<file path="config.mk">
export PLATFORM = sky130hd
export DESIGN_NAME = spi_reg_slave
export DESIGN_NICKNAME = d
export VERILOG_FILES = /design/src/rtl/spi_reg_slave_pkg.sv /design/src/rtl/spi_pin_sync.sv /design/src/rtl/spi_reg_slave.sv
export SDC_FILE = /design/constraint.sdc
export NUM_CORES = 1
export LEC_CHECK = 0
export ABC_AREA = 1
export CORE_AREA = 2 2 123 125
export CTS_CLUSTER_DIAMETER = 60
export DETAILED_ROUTE_END_ITERATION = 10
export DIE_AREA = 0 0 125 127
export PLACE_DENSITY = 0.87
export RECOVER_POWER = 100
export SYNTH_ARGS = -nofsm -noshare
export SYNTH_HDL_FRONTEND = slang
export SYNTH_HIERARCHICAL = 1
export SYNTH_SLANG_ARGS = --single-unit
</file>
<file path="constraint.sdc">
create_clock -name clk -period 1.9 [get_ports clk]
set_input_delay 0.57 -clock clk [delete_from_list [all_inputs] [get_ports clk]]
set_output_delay 0.57 -clock clk [all_outputs]
set_load 0.02 [all_outputs]
</file>
<file path="src/rtl/spi_reg_slave_pkg.sv">
// Shared constants, status bit positions and FSM encoding for the SPI
// register responder.
package spi_reg_slave_pkg;

   localparam logic [7:0] CMD_WRITE = 8'h01;
   localparam logic [7:0] CMD_READ  = 8'h02;

   localparam int STAT_BAD_CMD  = 0;
   localparam int STAT_ABORT    = 1;
   localparam int STAT_TIMEOUT  = 2;
   localparam int STAT_MISALIGN = 3;

   // Index of the last bit of each frame field (bit 0 is the first bit sent).
   localparam logic [5:0] CMD_LAST_BIT  = 6'd7;
   localparam logic [5:0] ADDR_LAST_BIT = 6'd23;
   localparam logic [5:0] DATA_LAST_BIT = 6'd55;
   localparam logic [5:0] STAT_LAST_BIT = 6'd63;

   typedef enum logic [2:0] {
      ST_IDLE,
      ST_CMD,
      ST_ADDR,
      ST_DATA,
      ST_STAT,
      ST_DONE
   } state_t;

endpackage

</file>
<file path="src/rtl/spi_pin_sync.sv">
// Synchronizes the asynchronous SPI pins into clk and flags the SCK and
// SS_N edges used by the frame decoder.
module spi_pin_sync #(
   parameter int SYNC_STAGES = 2
) (
   input  logic clk,
   input  logic rstn,
   input  logic spi_sck,
   input  logic spi_ss_n,
   input  logic spi_mosi,
   output logic sck_rise,
   output logic sck_fall,
   output logic ss_fall,
   output logic ss_rise,
   output logic mosi_s
);

   logic [SYNC_STAGES-1:0] sck_q;
   logic [SYNC_STAGES-1:0] ss_q;
   logic [SYNC_STAGES-1:0] mosi_q;
   logic                   sck_d;
   logic                   ss_d;

   // ss_n resets to "selected" so a frame already in progress when reset is
   // released produces no falling edge; only a fresh high-then-low starts one.
   always_ff @(posedge clk or negedge rstn) begin
      if (!rstn) begin
         sck_q  <= '0;
         ss_q   <= '0;
         mosi_q <= '0;
         sck_d  <= 1'b0;
         ss_d   <= 1'b0;
      end else begin
         sck_q  <= (sck_q << 1) | SYNC_STAGES'(spi_sck);
         ss_q   <= (ss_q << 1) | SYNC_STAGES'(spi_ss_n);
         mosi_q <= (mosi_q << 1) | SYNC_STAGES'(spi_mosi);
         sck_d  <= sck_q[SYNC_STAGES-1];
         ss_d   <= ss_q[SYNC_STAGES-1];
      end
   end

   assign sck_rise = sck_q[SYNC_STAGES-1] & ~sck_d;
   assign sck_fall = ~sck_q[SYNC_STAGES-1] & sck_d;
   assign ss_rise  = ss_q[SYNC_STAGES-1] & ~ss_d;
   assign ss_fall  = ~ss_q[SYNC_STAGES-1] & ss_d;
   assign mosi_s   = mosi_q[SYNC_STAGES-1];

endmodule

</file>
<file path="src/rtl/spi_reg_slave.sv">
// SPI mode-0 responder: decodes a 64-bit cmd/addr/data/stat frame into one
// register-bus access and shifts read data plus a status byte back on MISO.
module spi_reg_slave
   import spi_reg_slave_pkg::*;
#(
   parameter int AW          = 16,
   parameter int DW          = 32,
   parameter int ACK_TIMEOUT = 64,
   parameter int SYNC_STAGES = 2
) (
   input  logic          clk,
   input  logic          rstn,
   input  logic          spi_sck,
   input  logic          spi_ss_n,
   input  logic          spi_mosi,
   output logic          spi_miso,
   output logic          reg_req,
   output logic          reg_we,
   output logic [AW-1:0] reg_addr,
   output logic [DW-1:0] reg_wdata,
   input  logic          reg_ack,
   input  logic [DW-1:0] reg_rdata
);

   localparam int RXW = 8 + AW + DW;
   localparam int CW  = $clog2(ACK_TIMEOUT + 1);

   logic           sck_rise, sck_fall, ss_fall, ss_rise, mosi_s;
   state_t         state, state_nx;
   logic [5:0]     bit_cnt;
   logic [RXW-1:0] rx_sr, rx_next;
   logic [7:0]     cmd_q;
   logic [DW-1:0]  tx_sr;
   logic           rd_pend;
   logic [CW-1:0]  ack_cnt;
   logic           abort_flag, rep_abort, stat_bad, stat_to, stat_mis;
   logic [7:0]     stat_byte;
   logic           start, sample, abort, issue_read, issue_write;

   spi_pin_sync #(.SYNC_STAGES(SYNC_STAGES)) u_sync (
      .clk      (clk),
      .rstn     (rstn),
      .spi_sck  (spi_sck),
      .spi_ss_n (spi_ss_n),
      .spi_mosi (spi_mosi),
      .sck_rise (sck_rise),
      .sck_fall (sck_fall),
      .ss_fall  (ss_fall),
      .ss_rise  (ss_rise),
      .mosi_s   (mosi_s)
   );

   always_ff @(posedge clk or negedge rstn) begin
      if (!rstn) state <= ST_IDLE;
      else       state <= state_nx;
   end

   always_comb begin
      state_nx = state;
      unique case (state)
         ST_IDLE: if (ss_fall) state_nx = ST_CMD;
         ST_CMD:  if (ss_rise) state_nx = ST_IDLE;
                  else if (sck_rise && bit_cnt == CMD_LAST_BIT) state_nx = ST_ADDR;
         ST_ADDR: if (ss_rise) state_nx = ST_IDLE;
                  else if (sck_rise && bit_cnt == ADDR_LAST_BIT) state_nx = ST_DATA;
         ST_DATA: if (ss_rise) state_nx = ST_IDLE;
                  else if (sck_rise && bit_cnt == DATA_LAST_BIT) state_nx = ST_STAT;
         ST_STAT: if (ss_rise) state_nx = ST_IDLE;
                  else if (sck_rise && bit_cnt == STAT_LAST_BIT) state_nx = ST_DONE;
         ST_DONE: if (ss_rise) state_nx = ST_IDLE;
         default: state_nx = ST_IDLE;
      endcase
   end

   always_comb begin
      start       = ss_fall && (state == ST_IDLE);
      sample      = sck_rise && (state inside {ST_CMD, ST_ADDR, ST_DATA, ST_STAT});
      abort       = ss_rise && (state inside {ST_CMD, ST_ADDR, ST_DATA, ST_STAT});
      issue_read  = sample && (state == ST_ADDR) && (bit_cnt == ADDR_LAST_BIT)
                    && (cmd_q == CMD_READ);
      issue_write = sample && (state == ST_DATA) && (bit_cnt == DATA_LAST_BIT)
                    && (cmd_q == CMD_WRITE);
   end

   assign rx_next = {rx_sr[RXW-2:0], mosi_s};

   always_comb begin
      stat_byte                = '0;
      stat_byte[STAT_BAD_CMD]  = stat_bad;
      stat_byte[STAT_ABORT]    = rep_abort;
      stat_byte[STAT_TIMEOUT]  = stat_to;
      stat_byte[STAT_MISALIGN] = stat_mis;
   end

   // The sticky abort is handed to the next frame at its start and cleared;
   // if that frame is itself aborted the flag is simply set again.
   always_ff @(posedge clk or negedge rstn) begin
      if (!rstn) begin
         bit_cnt    <= '0;
         rx_sr      <= '0;
         cmd_q      <= '0;
         stat_bad   <= 1'b0;
         stat_mis   <= 1'b0;
         rep_abort  <= 1'b0;
         abort_flag <= 1'b0;
      end else begin
         if (start) begin
            bit_cnt    <= '0;
            stat_bad   <= 1'b0;
            stat_mis   <= 1'b0;
            rep_abort  <= abort_flag;
            abort_flag <= 1'b0;
         end else if (sample) begin
            bit_cnt <= bit_cnt + 6'd1;
            rx_sr   <= rx_next;
            if (state == ST_CMD && bit_cnt == CMD_LAST_BIT) begin
               cmd_q    <= rx_next[7:0];
               stat_bad <= !(rx_next[7:0] inside {CMD_WRITE, CMD_READ});
            end
            if (state == ST_ADDR && bit_cnt == ADDR_LAST_BIT)
               stat_mis <= |rx_next[1:0];
         end
         if (abort) abort_flag <= 1'b1;
      end
   end

   always_ff @(posedge clk or negedge rstn) begin
      if (!rstn) begin
         reg_req   <= 1'b0;
         reg_we    <= 1'b0;
         reg_addr  <= '0;
         reg_wdata <= '0;
      end else begin
         reg_req <= issue_read || issue_write;
         if (issue_read) begin
            reg_we   <= 1'b0;
            reg_addr <= rx_next[AW-1:0];
         end else if (issue_write) begin
            reg_we    <= 1'b1;
            reg_addr  <= rx_next[DW+AW-1:DW];
            reg_wdata <= rx_next[DW-1:0];
         end
      end
   end

   // Read data must land before the first data falling edge, so a pending
   // read never overlaps shifting.
   always_ff @(posedge clk or negedge rstn) begin
      if (!rstn) begin
         rd_pend <= 1'b0;
         ack_cnt <= '0;
         stat_to <= 1'b0;
         tx_sr   <= '0;
      end else if (start) begin
         rd_pend <= 1'b0;
         stat_to <= 1'b0;
         tx_sr   <= '0;
      end else if (ss_rise) begin
         rd_pend <= 1'b0;
      end else if (issue_read) begin
         rd_pend <= 1'b1;
         ack_cnt <= '0;
      end else if (rd_pend && reg_ack) begin
         rd_pend <= 1'b0;
         tx_sr   <= reg_rdata;
      end else if (rd_pend && ack_cnt == CW'(ACK_TIMEOUT - 1)) begin
         rd_pend <= 1'b0;
         stat_to <= 1'b1;
      end else if (rd_pend) begin
         ack_cnt <= ack_cnt + CW'(1);
      end else if (sck_fall && state == ST_DATA) begin
         tx_sr <= {tx_sr[DW-2:0], 1'b0};
      end
   end

   always_ff @(posedge clk or negedge rstn) begin
      if (!rstn) begin
         spi_miso <= 1'b0;
      end else if (ss_rise || state == ST_IDLE) begin
         spi_miso <= 1'b0;
      end else if (sck_fall) begin
         if (state == ST_DATA)      spi_miso <= tx_sr[DW-1];
         else if (state == ST_STAT) spi_miso <= stat_byte[3'd7 - bit_cnt[2:0]];
         else                       spi_miso <= 1'b0;
      end
   end

endmodule

</file>
-- After elaboration in Yosys (flattened, before gate mapping)
Index checks and enable logic that the tools add are counted.
- input port bits: 38
- output and inout port bits: 51
- register bits after elaboration: 168
- logic and storage cells: 163
- add/subtract/negate cells: 3
- eq/ne operators: 27
- bitwise logic cells: 14
- multiplexer cells: 52
- reduce and logical (&&, ||, !) cells: 44
- $lt $le $gt $ge: 1
- operator list (kind ; count):
    32-bit two-way mux ; 7
    16-bit two-way mux ; 2
    3-bit two-way mux ; 10
    7-bit two-way mux ; 4
    1-bit two-way mux ; 25
    1-bit logical AND ; 18
    3-bit one-hot mux with 6 select lines ; 1
    2-bit nonzero test ; 9
    8-bit by 1-bit == test with 1-bit output (second input constant) ; 2
    8-bit by 2-bit == test with 1-bit output (second input constant) ; 2
    3-bit != test (second input constant) ; 5
    6-bit == test (second input constant) ; 2
    6-bit two-way mux ; 2
    2-bit != test (second input constant) ; 6
    5-bit AND reduction ; 2
    2-bit AND reduction ; 4
    7-bit by 1-bit adder with 7-bit output (second input constant) ; 1
    7-bit by 6-bit == test with 1-bit output (second input constant) ; 1
    1-bit NOT ; 7
    6-bit by 1-bit adder with 6-bit output (second input constant) ; 1
    3-bit by 2-bit == test with 1-bit output (second input constant) ; 2
    3-bit == test (second input constant) ; 2
    6-bit by 3-bit == test with 1-bit output (second input constant) ; 1
    6-bit by 5-bit == test with 1-bit output (second input constant) ; 1
    18 further kinds ; 24

-- Longest topological paths before layout
- depth in word-level cells: 10
- mapped depth: 11
- gate-level depth less buffers: 11

-- By module
The synthesis kept the hierarchy.
- by module, submodules not included (module ; seq. area each (um^2) ; times used ; area an instance (um^2) ; cells an instance):
    spi_reg_slave ; 4003.8 ; 1 ; 7559.8 ; 938
    spi_pin_sync ; 200.2 ; 1 ; 230.2 ; 16

-- Least setup slack after synthesis
OpenSTA, ideal clock, no wires.
- kind: flip-flop to flip-flop
- from: register bit_cnt[0]
- to: register reg_addr[10]
- data arrival time: 1.515 ns
- slack: 0.299 ns
- setup time: 0.087 ns
- stages on the path, launching flop included: 10
- buffers on the path: 2
- cell sequence: dfrtp_1 > ha_1 > nand2_2 > nor2_4 > nand3_1 > nor2_2 > buf_4 > buf_2 > nand2_1 > o211ai_1
- word-level cells in the longest chain between the ends: 4
- elaborated cells between the ends (all ways): 8
- classes of those cells: eq/ne (2); mux (1); reduce/logical (5)
- ends and longest elaborated chain (item ; RTL line ; text):
    start: declaration ; spi_reg_slave.sv:30 ; logic [5:0] bit_cnt;
    start signal: assignment ; spi_reg_slave.sv:114 ; bit_cnt <= bit_cnt + 6'd1;
    6-bit by 5-bit == test with 1-bit output / 6-bit == test (equally long branches) ; spi_reg_slave.sv:79, spi_reg_slave.sv:81 ;
    1-bit logical AND (on tied branches) ; spi_reg_slave.sv:79, spi_reg_slave.sv:81 ;
    1-bit logical AND (on tied branches) ; spi_reg_slave.sv:80, spi_reg_slave.sv:82 ;
    16-bit two-way mux / 2-bit nonzero test (equally long branches) ; - ;
    end signal: assignment ; spi_reg_slave.sv:137 ; reg_addr <= rx_next[AW-1:0];
    end signal: assignment ; spi_reg_slave.sv:140 ; reg_addr <= rx_next[DW+AW-1:DW];
    end: declaration ; spi_reg_slave.sv:19 ; output logic [AW-1:0] reg_addr,
Parallel ways exist; a longest one is shown, timed or not.
A chain may end at the register's enable or synchronous reset.

-- Worst setup path after layout
- from: register state[0]
- to: register bit_cnt[3]
- word-level cells in the longest chain between the ends: 4
- elaborated cells between the ends (all ways): 10
- classes of those cells: eq/ne (4); mux (1); reduce/logical (5)
- ends and longest elaborated chain (item ; RTL line ; text):
    start: declaration ; spi_reg_slave.sv:29 ; state_t state, state_nx;
    start signal: assignment ; spi_reg_slave.sv:55 ; else state <= state_nx;
    3-bit by 1-bit == test with 1-bit output (tied with other cells) ; spi_reg_slave.sv:77 ; sample = sck_rise && (state inside {ST_CMD, ST_ADDR, ST_DATA, ST_STAT});
    4-bit nonzero test ; spi_reg_slave.sv:77 ;
    1-bit logical AND ; spi_reg_slave.sv:77 ;
    2-bit nonzero test (no source line) ; - ;
Parallel ways exist; a longest one is shown, timed or not.

==> metrics.md <==
| Metric | Value |
|---|---|
| # clock sinks | `168` |
| Final min period | `1.81 ns` |
| Nets | `1106` |
| Layout cells sized above 1 | `0.108` |
| Violated checks | `design-rule violations` |
| Critical path fanouts, max | `5` |
| Htree depth | `4` |
| Yosys cell types | `39` |
| Hold slack | `0.240 ns` |
| Cell total after placement | `1221` |
| Worst Reg-to-Reg Cells | `11` |
| Final Hold Vio Count | `0` |
| Main combinational cell family by area after synthesis | `simple AND/OR/NAND/NOR gates` |
| Flops & latches, synth | `168` |
| WL final | `18900 um` |
| Setup tns final | `0 ns` |
| DR iter-0 viols | `580` |
| Port bufs | `88` |
| Area share of fa/ha/maj cells after synthesis | `0.00321` |
| Crit path DAT | `2.13 ns` |
| DP HPWL | `11800 um` |
| Seq/Total Area, Yosys | `0.540` |
| Initial Utilization | `0.540` |
| CTS tree | `done` |
| Die Ht | `127 um` |
| Routed wire per std cell | `15.0 um` |
| Outcome | `finished with violations` |
| Ports | `89` |
| Setup crit start kind | `register` |
| Ant diodes | `0` |
| Routed vias | `6827` |
| Reg2reg start | `state[0]` |
| CTS root buffer | `clkbuf_16` |
| First drt pass iteration count | `9` |
| FMAX | `551 MHz` |
| Slew @ Worst Pin | `0.872 ns` |
| PwrDens | `1050 nW/um^2` |
| Syn nets | `994` |
| Routability cong. | `0.861` |
| Total power | `10.2 mW` |
| Finished Core Util | `0.676` |
| Vias in the first global route | `6800` |
| Final WS setup | `0.0860 ns` |
| Hold crit path type | `input pin to asynchronous set/reset pin` |
| Max-Cap Viols | `0` |
| Setup Viol. Count Final | `0` |
| CTS Buffer Depth | `2` |
| CP endpoint kind | `register` |
| Average size of a mapped cell | `8.17 um^2` |
| Reg2reg end | `bit_cnt[3]` |
| Leak | `5.20 nW` |
| Cells after synthesis | `954` |
| Core Area | `14400 um^2` |
| Non-filler cells, final | `1263` |
| CP Class | `register to register` |
| WP data required | `2.21 ns` |
| Synthesized cell area | `7790 um^2` |
| Finished Cell Area | `9750 um^2` |
| CTS Buf Count | `17` |
| Ys flop type | `dfrtp_1` |
| Residual DRC count | `1` |
| Mux cell area share after synthesis | `0` |
| Row cnt | `44` |
| Final Cycle Share | `0.955` |
| Simple-Gate Fraction of Synth Area | `0.270` |
| Final-report max-slew violation count | `0` |
| Dpl ws | `-0.406 ns` |
| Cts hold-fix bufs | `0` |
| Worst-path clk slew | `0.07 ns` |
| DIE WIDTH | `125 um` |
| Compound-Gate Fraction of Synth Area | `0.0930` |
| Post-Synth XOR/XNOR Area | `0.00337` |
| Die area | `15900 um^2` |
| Routed Antenna Nets | `0` |
| Final setup skew | `0.00937 ns` |
| Antenna violations before repair | `0` |
| Post-synth EDFFs | `0` |
| Detailed-route vias per instance | `5.41` |
| First-pass GRT wire length | `31200 um` |
| Ys Warns | `6` |
| Placed inst area | `9060 um^2` |
| Max VDD drop | `0.745 mV` |
| GRT Total Usage | `0.239` |
| Synth-to-Final Area Change | `25.2%` |
| Slew HR | `0.419` |
| Skew-Pair Late Insertion Delay | `0.44 ns` |
| Largest net degree at the start of global routing | `67` |
| Worst reg2reg setup slack | `0.09 ns` |
| Post-synth ARST share | `1.00` |
| Gr ovfl total | `0` |
-- report_power, final --
part | switching (mW) | internal [mW] | total [mW]
clock network | 1.64 | 1.89 | 3.52
logic | 1.45 | 0.973 | 2.42
registers | 0.305 | 4.00 | 4.30
total | 3.39 | 6.86 | 10.2
-- sequential cells by signal (all words and copies together) (netlist names) --
register / cells
reg_we: 1
reg_addr: 16
bit_cnt: 6
rx_sr: 47
state: 3
reg_req: 1
rep_abort: 1
stat_mis: 1
u_sync/sck_d: 1
spi_miso: 1
rd_pend: 1
cmd_q: 8
u_sync/sck_q: 2
tx_sr: 32
u_sync/ss_d: 1
stat_bad: 1
u_sync/mosi_q: 2
stat_to: 1
abort_flag: 1
ack_cnt: 7
u_sync/ss_q: 2
reg_wdata: 32
-- worst max-delay path by stage --
stage                           from           end  slack (ns)  cells past startpoint
after floorplan           bit_cnt[0]  reg_addr[10]        0.30                      9
after global placement    bit_cnt[0]     tx_sr[21]       -0.26                      8
after detailed placement  bit_cnt[0]     tx_sr[28]       -0.41                      8
after CTS                 bit_cnt[0]     tx_sr[28]       -0.01                      8
after global routing        state[0]    bit_cnt[3]      -0.006                     11
final                       state[0]    bit_cnt[3]        0.09                     11
-- cells in the final DEF (no fill, tap or decap), types with 2 or more instances in the layout --
cell type,instances
a21oi_1,9
buf_12,8
buf_4,33
clkbuf_16,19
clkbuf_4,4
clkdlybuf4s50_1,33
clkinv_4,3
clkinv_8,4
clkinvlp_4,2
dfrtp_1,168
dlygate4sd2_1,51
dlygate4sd3_1,3
ha_1,2
inv_1,116
inv_2,2
inv_6,2
inv_8,3
nand2_1,352
nand2_2,3
nand3_1,41
nand3_2,5
nand4_1,36
nor2_1,33
nor2_2,4
nor2_4,8
nor3_1,2
o211ai_1,10
o211ai_2,6
o21ai_0,77
o21ai_1,18
or2_2,2
xor2_1,2
-- cell families after synthesis --
group	after synthesis
adders and majority gates	2
AOI/OAI and AO/OA	127
xor gates and xnor gates	3
and+or+nand+nor	489
DFF	168
buffers and inverters	165
-- metal layers --
metal,up-vias,track usage,wire (um)
met5,-,0,0
met4,0,0.0974,525
met3,56,0.0611,1120
met2,226,0.405,9430
met1,3309,0.297,7840
li1,3236,-,-
-- area by class of cell --
| cell class | count | area [um^2] |
|---|---|---|
| clock buffers | 17 | 425 |
| clock inverters | 15 | 188 |
| fillers | 1086 | 4670 |
| inverters | 119 | 447 |
| multi-input cells | 623 | 2930 |
| flip-flops and latches | 168 | 4200 |
| well taps | 184 | 230 |
| repair buffers | 137 | 1330 |
-- cell usage after synthesis, drive strengths merged (2+ instances only) --
cell / n / area (um^2)
nand4: 37 / 238
nand3b: 2 / 27.5
or2: 2 / 12.5
buf: 27 / 190
nor3: 2 / 10.0
o21ai: 95 / 475
clkbuf: 19 / 72.6
nand3: 46 / 250
inv: 118 / 443
nor2: 44 / 216
a21oi: 9 / 45.0
dfrtp: 168 / 4200
xor2: 2 / 17.5
o211ai: 16 / 150
nand2: 356 / 1350
ha: 2 / 25.0
-- what timing repair did --
action	CTS	global route
setup buffers	0	6
gates cloned	0	4
resized for setup	53	15
setup endpoints to repair	84	81
endpoints found under the hold margin	0	0
pin swaps	0	4
-- worst max-delay path, cell delays in order (launching register included) --
cell	delay (ns)
dfrtp_1	0.39
buf_4	0.14
buf_4	0.14
nand3_2	0.12
nand2_1	0.11
nor2_4	0.23
nor2_8	0.08
buf_4	0.16
nor2_4	0.11
inv_2	0.07
nand2_1	0.06
o21ai_0	0.07
No activity file was read; power rests on OpenSTA's default activity.
